[src/rtl/iob_fifo_wr_arb.sv]
// iob_fifo_wr_arb: shares the single write port of one FIFO among N_REQ
// requesters. The arbiter grants one requester at a time in round-robin
// order. Each grant carries a burst of at most MAX_BURST words. A word is
// written only while the FIFO is not full.
//
// Build option IOB_FIFO_WR_ARB_PRIO_EN (undefined by default): when defined,
// the arbiter uses fixed priority instead, so the lowest-indexed active
// requester wins every arbitration. The round-robin pointer then stays at 0.
// The burst limit still applies.
module iob_fifo_wr_arb #(
  parameter int N_REQ     = 4,
  parameter int DATA_W    = 8,
  parameter int MAX_BURST = 4
) (
  input  logic                    clk,
  input  logic                    rst_n,
  input  logic [N_REQ-1:0]        req,
  input  logic [N_REQ*DATA_W-1:0] data,
  output logic [N_REQ-1:0]        ack,
  output logic [N_REQ-1:0]        grant,
  output logic                    busy,
  output logic                    w_en,
  output logic [DATA_W-1:0]       w_data,
  input  logic                    w_full
);

  localparam int IDX_W = $clog2(N_REQ);
  localparam int CNT_W = $clog2(MAX_BURST) + 1;
  localparam logic [CNT_W-1:0] CNT_LAST = CNT_W'(MAX_BURST - 1);
  localparam logic [IDX_W-1:0] IDX_LAST = IDX_W'(N_REQ - 1);

  typedef enum logic {
    IDLE,
    BURST
  } state_t;

  state_t           state;
  logic [IDX_W-1:0] rr_ptr;   // first index examined at the next arbitration
  logic [IDX_W-1:0] g;        // current owner index
  logic [CNT_W-1:0] cnt;      // words already written in this burst
  logic [IDX_W-1:0] sel_idx;
  logic             any_req;
  logic             rel;

  // Pick the first active requester, scanning upward from rr_ptr with wrap.
  // The fixed-priority build never moves rr_ptr off 0, so this same scan
  // returns the lowest active index in that build.
  always_comb begin
    // NOTE: every output of a combinational block gets a default before any
    // conditional assignment; otherwise the tool infers a latch.
    sel_idx = '0;
    any_req = 1'b0;
    // Walk the scan order backwards so the earliest match is written last.
    for (int k = N_REQ - 1; k >= 0; k--) begin
      int j;
      j = int'(rr_ptr) + k;
      if (j >= N_REQ) j = j - N_REQ;
      if (req[j]) begin
        sel_idx = IDX_W'(j);
        any_req = 1'b1;
      end
    end
  end

  // Acknowledge the owner's word whenever it is presented and the FIFO has room.
  always_comb begin
    ack = '0;
    if (state == BURST && req[g] && !w_full) ack[g] = 1'b1;
  end

  // There is no register between w_full and w_en, so a write is never issued
  // into a full FIFO.
  assign w_en   = |ack;
  assign w_data = data[g*DATA_W +: DATA_W];

  // The burst ends when the owner drops req. It also ends when the owner's
  // word written in this cycle is the last one the burst allows.
  assign rel = (state == BURST) && (!req[g] || (!w_full && cnt == CNT_LAST));

  // Arbitration FSM with registered grant and busy.
  always_ff @(posedge clk or negedge rst_n) begin
    if (!rst_n) begin
      state  <= IDLE;
      rr_ptr <= '0;
      g      <= '0;
      cnt    <= '0;
      grant  <= '0;
      busy   <= 1'b0;
    end else begin
      // NOTE: state registers use non-blocking assignments so every register
      // samples the pre-edge values regardless of statement order.
      case (state)
        IDLE: begin
          if (any_req) begin
            g     <= sel_idx;
            cnt   <= '0;
            grant <= {{(N_REQ-1){1'b0}}, 1'b1} << sel_idx;
            busy  <= 1'b1;
            state <= BURST;
          end
        end
        BURST: begin
          if (rel) begin
            state <= IDLE;
            grant <= '0;
            busy  <= 1'b0;
            cnt   <= '0;
`ifdef IOB_FIFO_WR_ARB_PRIO_EN
            rr_ptr <= '0;
`else
            rr_ptr <= (g == IDX_LAST) ? '0 : g + 1'b1;
`endif
          end else if (req[g] && !w_full) begin
            cnt <= cnt + 1'b1;
          end
        end
        default: state <= IDLE;
      endcase
    end
  end

endmodule

[config.mk]
export PLATFORM = sky130hd
export DESIGN_NAME = iob_fifo_wr_arb
export DESIGN_NICKNAME = d
export VERILOG_FILES = /design/src/rtl/iob_fifo_wr_arb.sv
export SDC_FILE = /design/constraint.sdc
export NUM_CORES = 1
export LEC_CHECK = 0
export BUFFER_PORTS_ARGS = -buffer_cell sky130_fd_sc_hd__buf_2
export CAP_MARGIN = 15
export CORE_MARGIN = 5
export CORE_UTILIZATION = 43
export DETAILED_ROUTE_END_ITERATION = 16
export PLACE_DENSITY = 0.86
export SLEW_MARGIN = 20
export SYNTH_ARGS = -nofsm -noshare
export SYNTH_HDL_FRONTEND = slang
export SYNTH_SLANG_ARGS = --single-unit
[constraint.sdc]
create_clock -name clk -period 1.8 [get_ports clk]
set_input_delay 0.18 -clock clk [delete_from_list [all_inputs] [get_ports clk]]
set_output_delay 0.18 -clock clk [all_outputs]
set_load 0.01 [all_outputs]
== Word-level counts from Yosys, hierarchy flattened ==
Cells that the tools add are included.

* Reduce and logical (&&, ||, !) cells: 14
* Divide/modulo/power cells: 0
* Muxes and demuxes: 43
* Multipliers: 0
* Bitwise operators: 1
* Equality and inequality tests: 5
* $add $sub $neg: 9
* Shift-type cells: 2
* Magnitude comparators: 10

{| class="wikitable"
|+ Operators with widths
! cell !! count
|-
| $lt A32 B4 Y1 const B || 4
|-
| $mux W32 || 4
|-
| $shiftx A32 B6 Y8 || 1
|-
| $mux W1 || 18
|-
| $mux W4 || 3
|-
| $sub A3 B3 Y4 const B || 3
|-
| $bmux W1 S2 || 5
|-
| $mux W2 || 5
|-
| $ge A3 B3 Y1 const B || 3
|-
| $mux W3 || 3
|-
| $pmux W4 S2 || 1
|-
| $reduce_and A2 Y1 || 4
|-
| $add A2 B2 Y3 const B || 2
|-
| $logic_and A1 B1 Y1 || 6
|-
| $pmux W3 S2 || 1
|-
| $pmux W1 S2 || 2
|-
| $reduce_or A4 Y1 || 1
|-
| $shl A1 B2 Y4 const A || 1
|-
| $sub A2 B3 Y4 const B || 1
|-
| $add A2 B1 Y3 const B || 1
|-
| $add A3 B1 Y3 const B || 1
|-
| $eq A3 B2 Y1 const B || 1
|-
| $ge A2 B3 Y1 const B || 1
|-
| $lt A2 B3 Y1 const B || 1
|-
| 10 further kinds || 11
|}

* ROM bits: 0
* Memories: 0
* Register bits: 13
* Bits in writable memories: 0
* Output and inout bits: 18
* Latch bits: 0

== Logic depth before layout (Yosys ltp) ==
Gate-level depths: netlist of the first run.

* Depth in word-level cells: 13
* Mapped depth: 6

== Worst setup path after synthesis of the first run ==
OpenSTA, ideal clock, no wires.

* Path type: flip-flop to flip-flop
* From: reg cnt[0]
* To: reg rr_ptr[1]
* Period minus slack after synthesis: 1588 ps
* Cell stages (with the launch flop): 6
* Data required time: 1675 ps
* Library setup time: 125 ps
* Setup slack: 212 ps
* Data arrival time: 1464 ps
* Cells stage by stage: dfrtp_1 ha_1 ha_1 nor2b_1 o21ai_1 mux2_2

* Word-level cells in the longest chain between the ends: 5

{| class="wikitable"
|+ RTL lines
! what !! RTL line !! RTL
|-
| from (decl) || 40 || <nowiki>logic [CNT_W-1:0] cnt;</nowiki>
|-
| from (signal assigned) || 114 || <nowiki>cnt <= cnt + 1'b1;</nowiki>
|-
| $eq A3 B2 Y1 || 78 || <nowiki>assign rel = (state == BURST) && (!req[g] || (!w_full && cnt == CNT_LAST));</nowiki>
|-
| $logic_and A1 B1 Y1 || 78 ||
|-
| $logic_or A1 B1 Y1 || 78 ||
|-
| $logic_and A1 B1 Y1 || 78 ||
|-
| $reduce_and A2 Y1 (no source line) || n/a ||
|-
| to (signal assigned) || 111 || <nowiki>rr_ptr <= (g == IDX_LAST) ? '0 : g + 1'b1;</nowiki>
|-
| to (decl) || 38 || <nowiki>logic [IDX_W-1:0] rr_ptr;</nowiki>
|}

No other way between the ends.
A chain may end at the register's enable or synchronous reset.

== Worst setup path after layout of the first run ==
* From: reg g[1]
* To: out w_en

* Word-level cells in the longest chain between the ends: 6
* Elaborated cells on any way between the ends: 11
* Those cells by class: 2 x order compare; 5 x mux; 4 x reduce/logical

{| class="wikitable"
|+ RTL lines
! what !! RTL line !! RTL
|-
| from (decl) || 39 || <nowiki>logic [IDX_W-1:0] g;</nowiki>
|-
| from (signal assigned) || 95 || <nowiki>g <= sel_idx;</nowiki>
|-
| $lt A2 B3 Y1 (implied by the code), or another cell as far along || 68 || <nowiki>if (state == BURST && req[g] && !w_full) ack[g] = 1'b1;</nowiki>
|-
| $logic_and A1 B1 Y1 (implied by the code) / $mux W1 (equally long branches) || 68 ||
|-
| $mux W1 (implied by the code) / $logic_and A1 B1 Y1 (equally long branches) || 68 ||
|-
| $demux W1 S2 / $logic_and A1 B1 Y1 (equally long branches) || 68 ||
|-
| $mux W4 (*) || 68 ||
|-
| $reduce_or A4 Y1 (*) || 73 || <nowiki>assign w_en = |ack;</nowiki>
|-
| to (decl) || 22 || <nowiki>output logic w_en,</nowiki>
|}

Mark *: on every way between the ends. The rest lies on a longest branch, timed or not. The select of a mux whose other input is x is not followed.

==> impl_results.md, run 1 <==
- Status: finished, violations left
- Failing checks: setup timing
- Proportion of synthesized area in mux cells: 23.13%
- CP required: 1620 ps
- Sequential share of power: 26.9%
- Pwr/cell area: around 1400 mW/mm^2
- Vias per cell: 5.390
- Initial antenna violation count: 0
- Arr. time, crit path: 1650 ps
- Yosys Warn Count: 0
- Total Nets Final: 200
- Number of enable flip-flop cells after synthesis: 0
- Max Cap Viol: 0
- Synth Area in Adders: 7.752%
- Drt initial violations: 46
- Clock power share: under 10%
- Grt total ovfl: 0
- DR pass1 iterations: 4
- Routed Antenna Nets: 0
- Die area: 0.003301 sq mm
- Num CTS Buffers: 3
- Cell Rows: 17
- Post-DP HPWL: roughly 2300 um
- Count of pins over their slew limit: 0
- Ys async rst share: 100.0%
- Number of global-route vias before repair: ~960
- Clock Path Buffers: 2
- Area of the multi-input gates: 620.6 sq um
- Simple-Gate Fraction of Synth Area: 12.02%
- CP cell instances: buf_4 -> inv_1 -> ha_1 -> nor4_1 -> nor2_1 -> buf_2
- Psw: between 0.0007 and 0.0008 W
- First-pass GRT wire length: 4298 um
- Internal: 0.001117 W
- Critical Path Source Type: flop
- CTS root buf: clkbuf_4
- Critical Path End Type: output port
- Post-synthesis sequential area ratio: 33.59%
- Critical-path maximum fanout: 13
- Fill cells: 171
- Routed WL: 2767 um
- Max-slew headroom: 61.24%
- Largest family of logic cells by synthesized area: multiplexers
- Final setup viols: 5
- Port bufs: 56
- RSZ-0062 raised after global routing: true
- Final setup margin: -32.78 ps
- Die width: 57.46 um
- Worst-Skew Late Latency: 270 ps
- Final worst path period share: 101.8%
- P_leak: roughly 0.73 nW
- Comb power frac: 63.6%
- Synth Register Bits: 13
- CP top delay family: buffers and inverters
- XOR/XNOR Fraction of Synth Area: 0%
- Max incr delay on CP: 380 ps
- Yosys top cell area share: ~34%
- Slowest stage cell, crit path: dfrtp_1
- Placed cell areas: 0.001305 sq mm
- Clock sinks: 13
- Fmax: 0.5456 GHz
- Worst min path class: input port to async pin
- Reg-to-reg startpoint: g[0]$_DFFE_PN0P_
- Reg area: 325.3 sq um
- Synth area leaders: dfrtp_1 34%, mux4_2 21%, ha_1 7.8%
- Via count: a little under 1000
- Share of layout cells above drive strength 1: 53.90%
- N_diodes: 0
- Num ports: 57
- Final hold violation count: 0
- Dominant synthesized flop cell: dfrtp_1
- Fin crit period: 1833 ps
- Gr usage total: 16.55%
- Post-synth top area cell: dfrtp_1
- H-tree levels: 1
- Synth Area in Compound Gates: approximately a fifth
- Slew at the pin with the worst max-slew slack: 566.7 ps
- Post-route cell area: 0.001400 sq mm
- Tot Pwr: 0.001906 W
- Core ar.: 0.002191 sq mm
- Area grow syn2layout: 44.57%
- Reg2Reg Depth: 5
- Critical Setup Path Class: flop to output port
- Setup WS pre-CTS: 131.1 ps
- Reg-to-Reg End: cnt[1]$_DFFE_PN0P_
- DRC viols: 0
- Drt wl/cell: approximately 15 um
- Initial Util: 44.20%
- Flop2flop setup slack: 100 ps
- Fin Clk Skew: 9.667 ps
- Placer Congestion: 0.8498
- Maximum VDD drop: 1.016 mV
- Die H: between 50 and 60 um
- CTS tree: done
- Synth cell types: 29
- Sw Ratio: 41.40%
- Mapped cell area: 968.4 sq um
- Avg Cell Area, Syn: 11.00 sq um
- Reg clk slew, reported paths: roughly 90 ps
- Post-Synthesis Cells: 88
- Critical path buffers and inverters: 3
- Crit path launch: g[1]$_DFFE_PN0P_
- Pin count of the biggest net entering global routing: 14
- Net count of the mapped netlist: between 100 and 150
-- sequential cells by signal, indices dropped and copies added (netlist names) --
name and cells:
busy 1, state 1, rr_ptr 2, grant 4
g 2, cnt 3
-- kinds of logic after synthesis --
group                      Yosys count
AOI/OAI and AO/OA                   25
and+or+nand+nor                     22
DFF                                 13
buffers and inverters               11
muxes                               11
adders and majority gates            6
-- per-layer routing --
metal / GRT usage, % / wire length (um) / up-vias
met1: 20.68 / 1064 / 451
met3: 4.751 / 348 / 6
met5: 0 / 0 / -
met2: 27.58 / 1309 / 54
met4: 4.967 / 45 / 0
li1: - / - / 470
-- what timing repair did --
item	4_1_cts	5_1_grt
gates resized for setup	5	4
buffers inserted	2	1
pin swaps	7	0
hold buffers	1	0
hold endpoints to repair	13	0
endpoints found under the setup margin	5	5
-- worst max-delay path by stage --
stage / endpoint / slack, ps / cells past startpoint
finish: w_en / -30 / 6
global route: ack[2] / -110 / 5
CTS: ack[2] / -50 / 5
detailed placement: rr_ptr[1]$_DFFE_PN0P_ / 130 / 5
global placement: rr_ptr[1]$_DFFE_PN0P_ / 220 / 5
floorplan: rr_ptr[1]$_DFFE_PN0P_ / 210 / 5
-- layout by cell type (no fill, tap or decap), types with 2 or more instances in the layout --
cell type,Yosys,final
o21a_1,4,4
nor4_1,3,3
nor3_1,3,3
clkbuf_4,0,3
buf_6,0,3
a22o_1,4,4
a21oi_1,2,2
and2_4,0,2
buf_4,0,6
ha_1,6,6
a32o_1,3,3
dfrtp_1,13,13
nor2_1,5,4
inv_1,9,9
nand2_1,2,2
nor2b_1,2,2
a21o_1,2,2
buf_2,1,54
mux4_2,9,9
o21ai_0,4,4
and2_1,4,2
-- power by group through the flow --
| stage | clock, W | combinational, W | sequential, W |
|---|---|---|---|
| after floorplan | 0 | 0.000721 | 0.000526 |
| after global routing | 0.000196 | 0.00133 | 0.000529 |
| after global placement | 0 | 0.00109 | 0.000497 |
| final | 0.000180 | 0.00121 | 0.000513 |
| after CTS | 0.000183 | 0.00119 | 0.000511 |
| after detailed placement | 0 | 0.00113 | 0.000510 |
-- worst register-to-register path, stage by stage (launching register included) --
cell and delay (ps):
dfrtp_1 400, mux4_2 570, nand2_4 110, buf_4 120, o21ai_2 100, a32o_1 300
-- synth_stat cells, drive strengths merged (2+ instances only) --
| cell | instances |
|---|---|
| nor2 | 5 |
| a21oi | 2 |
| o21a | 4 |
| dfrtp | 13 |
| buf | 2 |
| a22o | 4 |
| a21o | 2 |
| nand2 | 3 |
| o21ai | 6 |
| or2 | 2 |
| and2 | 4 |
| mux4 | 9 |
| nor3 | 3 |
| inv | 9 |
| a32o | 3 |
| ha | 6 |
| nor2b | 2 |
| nor4 | 3 |
-- metrics by stage --
step,hold slack [ps],instances,utilization [%],TNS [ps]
CTS,322.6,181,62.76,-234.1
global route,364.9,182,63.91,-479.2
finish,312.5,182,63.91,-109.4
floorplan,-115.6,88,-,0
global placement,70.15,174,59.57,0
detailed placement,80.46,174,59.57,0
-- final cells by class --
type / count / share of cell area [%]
Multi-Input combinational cell: 64 / 44.33
Timing Repair Buffer: 64 / 25.65
Sequential cell: 13 / 23.24
Tap cell: 28 / 2.502
Inverter: 9 / 2.413
Clock buffer: 4 / 1.877
No activity file was read; power rests on OpenSTA's default activity.
==> run 2: changes to the inputs <==
--- a/config.mk
+++ b/config.mk
@@ -10,7 +10,7 @@
 export CORE_MARGIN = 5
 export CORE_UTILIZATION = 43
 export DETAILED_ROUTE_END_ITERATION = 16
-export PLACE_DENSITY = 0.86
+export PLACE_DENSITY = 0.79
 export SLEW_MARGIN = 20
 export SYNTH_ARGS = -nofsm -noshare
 export SYNTH_HDL_FRONTEND = slang
==> impl_results.md, run 2 (synthesis results as in run 1) <==
- CTS root buf: clkbuf_4 (unchanged)
- Drt initial violations: 23 (was 46)
- Count of pins over their slew limit: 0 (unchanged)
- WL met3: 346 um (was 348 um)
- Final worst path period share: 102.5% (was 101.8%)
- Slowest stage cell, crit path: mux4_2 (was dfrtp_1)
- Uppermost routed layer: met4 (unchanged)
- Critical-path maximum fanout: 4 (was 13)
- Sequential share of power: 23.4% (was 26.9%)
- Maximum VDD drop: 0.8829 mV (was 1.016 mV)
- Setup WS pre-CTS: 172.3 ps (was 131.1 ps)
- Worst min path class: input port to async pin (unchanged)
- DR pass1 iterations: 4 (unchanged)
- Grt total ovfl: 0 (unchanged)
- Fin Clk Skew: 8.944 ps (was 9.667 ps)
- Comb power frac: 68.7% (was 63.6%)
- Max incr delay on CP: 560 ps (was 380 ps)
- Port bufs: 56 (unchanged)
- Fill cells: 167 (was 171)
- Cell Rows: 17 (unchanged)
- Final setup viols: 5 (unchanged)
- Slew at the pin with the worst max-slew slack: 520.8 ps (was 566.7 ps)
- Area of the multi-input gates: 641.9 sq um (was 620.6 sq um)
- Critical Path Source Type: flop (unchanged)
- CTS tree: done (unchanged)
- Most flop-heavy register: grant (unchanged)
- Die width: 57.46 um (unchanged)
- Share of layout cells above drive strength 1: 59.15% (was 53.90%)
- Final setup margin: -45.75 ps (was -32.78 ps)
- Critical Path End Type: output port (unchanged)
- Placer Congestion: 0.8521 (was 0.8498)
- Pin count of the biggest net entering global routing: 14 (unchanged)
- Core ar.: 0.002191 sq mm (unchanged)
- Failing checks: setup timing (unchanged)
- Biggest regs: grant: 4 flops, cnt: 3 flops (unchanged)
- Critical Setup Path Class: flop to output port (unchanged)
- CP cell instances: mux4_2 -> nand2_4 -> nor2_4 -> and2_4 -> buf_6 (was buf_4 -> inv_1 -> ha_1 -> nor4_1 -> nor2_1 -> buf_2)
- Pwr/cell area: 1424 mW/mm^2 (was 1361 mW/mm^2)
- Critical path buffers and inverters: 1 (was 3)
- Initial Util: 44.20% (unchanged)
- Clock sinks: 13 (unchanged)
- Routed Antenna Nets: 0 (unchanged)
- Psw: 0.0008638 W (was 0.0007891 W)
- Gr usage total: 17.75% (was 16.55%)
- Number of global-route vias before repair: 1076 (was 957)
- Arr. time, crit path: 1670 ps (was 1650 ps)
- Internal: 0.001334 W (was 0.001117 W)
- M1 WL: 1289 um (was 1064 um)
- Clock power share: 7.9% (was 9.4%)
- Drt wl/cell: 16.08 um (was 15.20 um)
- Worst-Skew Late Latency: 270 ps (about the same)
- Initial antenna violation count: 0 (unchanged)
- Die area: 0.003301 sq mm (unchanged)
- Vias per cell: 5.411 (was 5.390)
- Area grow syn2layout: 59.30% (was 44.57%)
- First-pass GRT wire length: 4657 um (was 4298 um)
- Post-DP HPWL: 2267 um (was 2279 um)
- Reg clk slew, reported paths: 80 ps (was 90 ps)
- Hold Slack: 306.6 ps (was 312.5 ps)
- Post-route cell area: 0.001543 sq mm (was 0.001400 sq mm)
- Flop2flop setup slack: 60 ps (was 100 ps)
- CP top delay family: multiplexers (was buffers and inverters)
- Fin crit period: 1846 ps (was 1833 ps)
- Routed WL: 3088 um (was 2767 um)
- Most common cell after layout, fill and taps aside: buf_2 (unchanged)
- Clock Path Buffers: 2 (unchanged)
- Commonest cells after routing, fill and taps aside: 49 x buf_2, 13 x dfrtp_1, 13 x buf_4 (was 54 x buf_2, 13 x dfrtp_1, 9 x inv_1, 9 x mux4_2)
- H-tree levels: 1 (unchanged)
- Final hold violation count: 0 (unchanged)
- Via count: 1039 (was 981)
- Reg area: 325.3 sq um (unchanged)
- Status: finished, violations left (unchanged)
- DRC viols: 0 (unchanged)
- RSZ-0062 raised after global routing: true (unchanged)
- Sw Ratio: 39.31% (was 41.40%)
- Total Nets Final: 210 (was 200)
- Placed cell areas: 0.001313 sq mm (was 0.001305 sq mm)
- N_diodes: 0 (unchanged)
- Met2 wire length: 1409 um (was 1309 um)
- Non-filler cells, final: 192 (was 182)
- Max reg flops: 4 (unchanged)
- Max Cap Viol: 0 (unchanged)
- Final core occ: 70.42% (was 63.91%)
- Num ports: 57 (unchanged)
- P_leak: 0.7939 nW (was 0.7266 nW)
- Max-slew headroom: 64.38% (was 61.24%)
- Num CTS Buffers: 3 (unchanged)
- Cell Count Post-Placement: 175 (was 174)
- Fmax: 0.5418 GHz (was 0.5456 GHz)
- CP required: 1620 ps (about the same)
- Die H: 57.46 um (unchanged)
==> run 2: area by class of cell <==
cell class	count	share of cell area (%)
inverters	9	2.190
repair buffers	74	31.14
clock buffers	4	1.703
flip-flops and latches	13	21.09
well taps	28	2.271
multi-input cells	64	41.61
==> run 2: final timing paths <==
| path | start | to | cells past startpoint |
|---|---|---|---|
| min in group clk | req[3] | grant[2]$_DFFE_PN0P_ | 3 |
| setup reg to reg | g[0]$_DFFE_PN0P_ | cnt[1]$_DFFE_PN0P_ | 6 |
| hold / removal | rst_n | grant[2]$_DFFE_PN0P_ | 2 |
| hold reg to reg | grant[0]$_DFFE_PN0P_ | grant[0]$_DFFE_PN0P_ | 1 |
| max in group asynchronous | rst_n | cnt[2]$_DFFE_PN0P_ | 2 |
| setup / recovery | g[0]$_DFFE_PN0P_ | ack[1] | 5 |
==> run 2: metal layers <==
metal | vias to the layer above | track usage [%]
li1 | 493 | -
met2 | 53 | 30.81
met4 | 0 | 4.305
met3 | 5 | 6.109
met5 | - | 0
met1 | 488 | 20.90
==> run 2: repair_timing <==
action / in CTS / in global routing
gates cloned: 0 / 0
hold buffers: 1 / 0
setup endpoints to repair: 5 / 10
pin swaps: 5 / 7
resized for setup: 5 / 18
buffers inserted: 7 / 5
endpoints found under the hold margin: 13 / 0
==> run 2: power groups by stage <==
| stage | Clock [W] | Sequential, W | Combinational [W] |
|---|---|---|---|
| 6_report | 0.000175 | 0.000513 | 0.00151 |
| 5_1_grt | 0.000202 | 0.000535 | 0.00162 |
| 4_1_cts | 0.000182 | 0.000512 | 0.00128 |
| 3_5_place_dp | 0 | 0.000509 | 0.00114 |
| 3_3_place_gp | 0 | 0.000501 | 0.00111 |
| 2_1_floorplan | 0 | 0.000526 | 0.000721 |
==> run 2: through the flow <==
step	total power [W]	setup TNS, ps
final	0.002198	-160.8
after global routing	0.002358	-709.8
after CTS	0.001974	-220.8
after detailed placement	0.001649	0
after global placement	0.001613	0
after floorplan	0.001247	0
==> run 3: changes to the inputs <==
--- a/config.mk
+++ b/config.mk
@@ -5,7 +5,7 @@
 export SDC_FILE = /design/constraint.sdc
 export NUM_CORES = 1
 export LEC_CHECK = 0
-export BUFFER_PORTS_ARGS = -buffer_cell sky130_fd_sc_hd__buf_2
+export BUFFER_PORTS_ARGS = -buffer_cell sky130_fd_sc_hd__clkbuf_2
 export CAP_MARGIN = 15
 export CORE_MARGIN = 5
 export CORE_UTILIZATION = 43
==> impl_results.md, run 3 (synthesis results as in run 1) <==
- Status: finished, violations left (unchanged)
- Failing checks: setup timing (unchanged)
- Most flop-heavy register: grant (unchanged)
- Drt wl/cell: 15.66 um (was 16.08 um)
- RSZ-0062 raised after global routing: true (unchanged)
- P_leak: 0.7774 nW (was 0.7939 nW)
- Count of pins over their slew limit: 0 (unchanged)
- CP cell instances: mux4_2 -> nand2_4 -> nor2_4 -> and2_1 -> clkbuf_2 (was mux4_2 -> nand2_4 -> nor2_4 -> and2_4 -> buf_6)
- CTS root buf: clkbuf_4 (unchanged)
- CP required: 1620 ps (about the same)
- N_diodes: 0 (unchanged)
- Final hold violation count: 0 (unchanged)
- Placed cell areas: 0.001313 sq mm (unchanged)
- Most common cell after layout, fill and taps aside: clkbuf_2 (was buf_2)
- Fin Clk Skew: 3.814 ps (was 8.944 ps)
- Die H: 57.46 um (unchanged)
- Max incr delay on CP: 560 ps (about the same)
- Total Nets Final: 208 (was 210)
- Fin crit period: 1851 ps (was 1846 ps)
- Biggest regs: grant: 4 flops, cnt: 3 flops (unchanged)
- Core ar.: 0.002191 sq mm (unchanged)
- Grt total ovfl: 0 (unchanged)
- Maximum VDD drop: 0.8875 mV (was 0.8829 mV)
- Num CTS Buffers: 3 (unchanged)
- H-tree levels: 1 (unchanged)
- Tot Pwr: 0.002105 W (was 0.002198 W)
- DR pass1 iterations: 4 (unchanged)
- Initial Util: 44.20% (unchanged)
- Gr usage total: 18.98% (was 17.75%)
- Max-slew headroom: 57.08% (was 64.38%)
- Via count: 1054 (was 1039)
- Clock Path Buffers: 2 (unchanged)
- Num ports: 57 (unchanged)
- Final setup margin: -50.51 ps (was -45.75 ps)
- Worst min path class: input port to async pin (unchanged)
- Die area: 0.003301 sq mm (unchanged)
- Placer Congestion: 0.8156 (was 0.8521)
- Max reg flops: 4 (unchanged)
- CTS tree: done (unchanged)
- Reg2Reg Depth: 6 (unchanged)
- Share of layout cells above drive strength 1: 57.41% (was 59.15%)
- Slew at the pin with the worst max-slew slack: 627.6 ps (was 520.8 ps)
- Critical Setup Path Class: flop to output port (unchanged)
- Pwr/cell area: 1419 mW/mm^2 (was 1424 mW/mm^2)
- Post-DP HPWL: 2350 um (was 2267 um)
- Final setup viols: 5 (unchanged)
- Reg clk slew, reported paths: 80 ps (about the same)
- Critical Path Source Type: flop (unchanged)
- Drt initial violations: 11 (was 23)
- Arr. time, crit path: 1670 ps (about the same)
- Commonest cells after routing, fill and taps aside: 53 x clkbuf_2, 12 x dfrtp_1, 12 x buf_4 (was 49 x buf_2, 13 x dfrtp_1, 13 x buf_4)
- Fmax: 0.5404 GHz (was 0.5418 GHz)
- Setup Total Neg Slack: -224.5 ps (was -160.8 ps)
- Die width: 57.46 um (unchanged)
- Area grow syn2layout: 53.23% (was 59.30%)
- Port bufs: 56 (unchanged)
- Routed Antenna Nets: 0 (unchanged)
- First-pass GRT wire length: 4974 um (was 4657 um)
- Number of global-route vias before repair: 1127 (was 1076)
- Post-route cell area: 0.001484 sq mm (was 0.001543 sq mm)
- Initial antenna violation count: 0 (unchanged)
- Worst-Skew Late Latency: 290 ps (was 270 ps)
- Routed WL: 2976 um (was 3088 um)
- Critical Path End Type: output port (unchanged)
- Slowest stage cell, crit path: mux4_2 (unchanged)
- Vias per cell: 5.547 (was 5.411)
- Cell Rows: 17 (unchanged)
- Critical-path maximum fanout: 4 (unchanged)
- Clock sinks: 13 (unchanged)
- Final worst path period share: 102.8% (was 102.5%)
- Hold Slack: 303.4 ps (was 306.6 ps)
- Max Cap Viol: 0 (unchanged)
- DRC viols: 0 (unchanged)
- Pin count of the biggest net entering global routing: 14 (unchanged)
-- run 3: cell types whose count changed in the layout (fill, tap and decap cells not counted), sizes merged --
cell	previous run	this run
buf	73	18
clkbuf	4	57
-- run 3: final timing paths --
path                                          to  slack, ps                 start
setup / recovery                          ack[0]        -50      g[0]$_DFFE_PN0P_
hold / removal                cnt[0]$_DFFE_PN0P_        300                 rst_n
setup reg to reg           rr_ptr[0]$_DFFE_PN0P_         90      g[0]$_DFFE_PN0P_
hold reg to reg             grant[0]$_DFFE_PN0P_        510  grant[0]$_DFFE_PN0P_
max in group asynchronous       g[0]$_DFFE_PN0P_       1240                 rst_n
min in group clk                 state$_DFF_PN0_        370                w_full
-- run 3: area by class of cell --
class / instances / area [sq um]
well taps: 28 / 35.03
repair buffers: 72 / 435.4
multi-input cells: 64 / 626.9
inverters: 9 / 33.78
flip-flops and latches: 13 / 326.6
clock buffers: 4 / 26.28
fillers: 175 / 706.9
-- run 3: power breakdown --
group | internal (W) | switching [W]
registers | 0.000412 | 0.000122
logic | 0.000758 | 0.000629
clock network | 0.0000863 | 0.0000979
-- run 3: what timing repair did --
item                                    in CTS  in global routing
setup buffers                                3                  7
endpoints found under the hold margin       13                  0
endpoints found under the setup margin       5                  5
pin swaps                                    5                  4
hold buffers                                 1                  0
cloned                                       0                  0
resized for setup                            9                  9
-- run 3: layer usage --
| layer | GRT usage (%) | part of all wire [%] |
|---|---|---|
| met1 | 21.64 | 37 |
| met3 | 6.109 | 13 |
| met2 | 32.74 | 49 |
| met5 | 0 | 0 |
| met4 | 7.285 | 0.77 |
-- run 3: critical path, delay by kind of cell (launching register included) --
family | cells | cell delay (ps)
simple gates | 3 | 290
buf+inv | 1 | 120
mux | 1 | 560
flops | 1 | 410
-- run 3: stage by stage --
step	setup slack (ps)	util [%]	cells
floorplan	211.7	-	88
global placement	217.7	59.91	175
detailed placement	158.7	59.91	175
CTS	-66.14	64.13	183
global route	-110.5	67.73	190
finish	-50.51	67.73	190
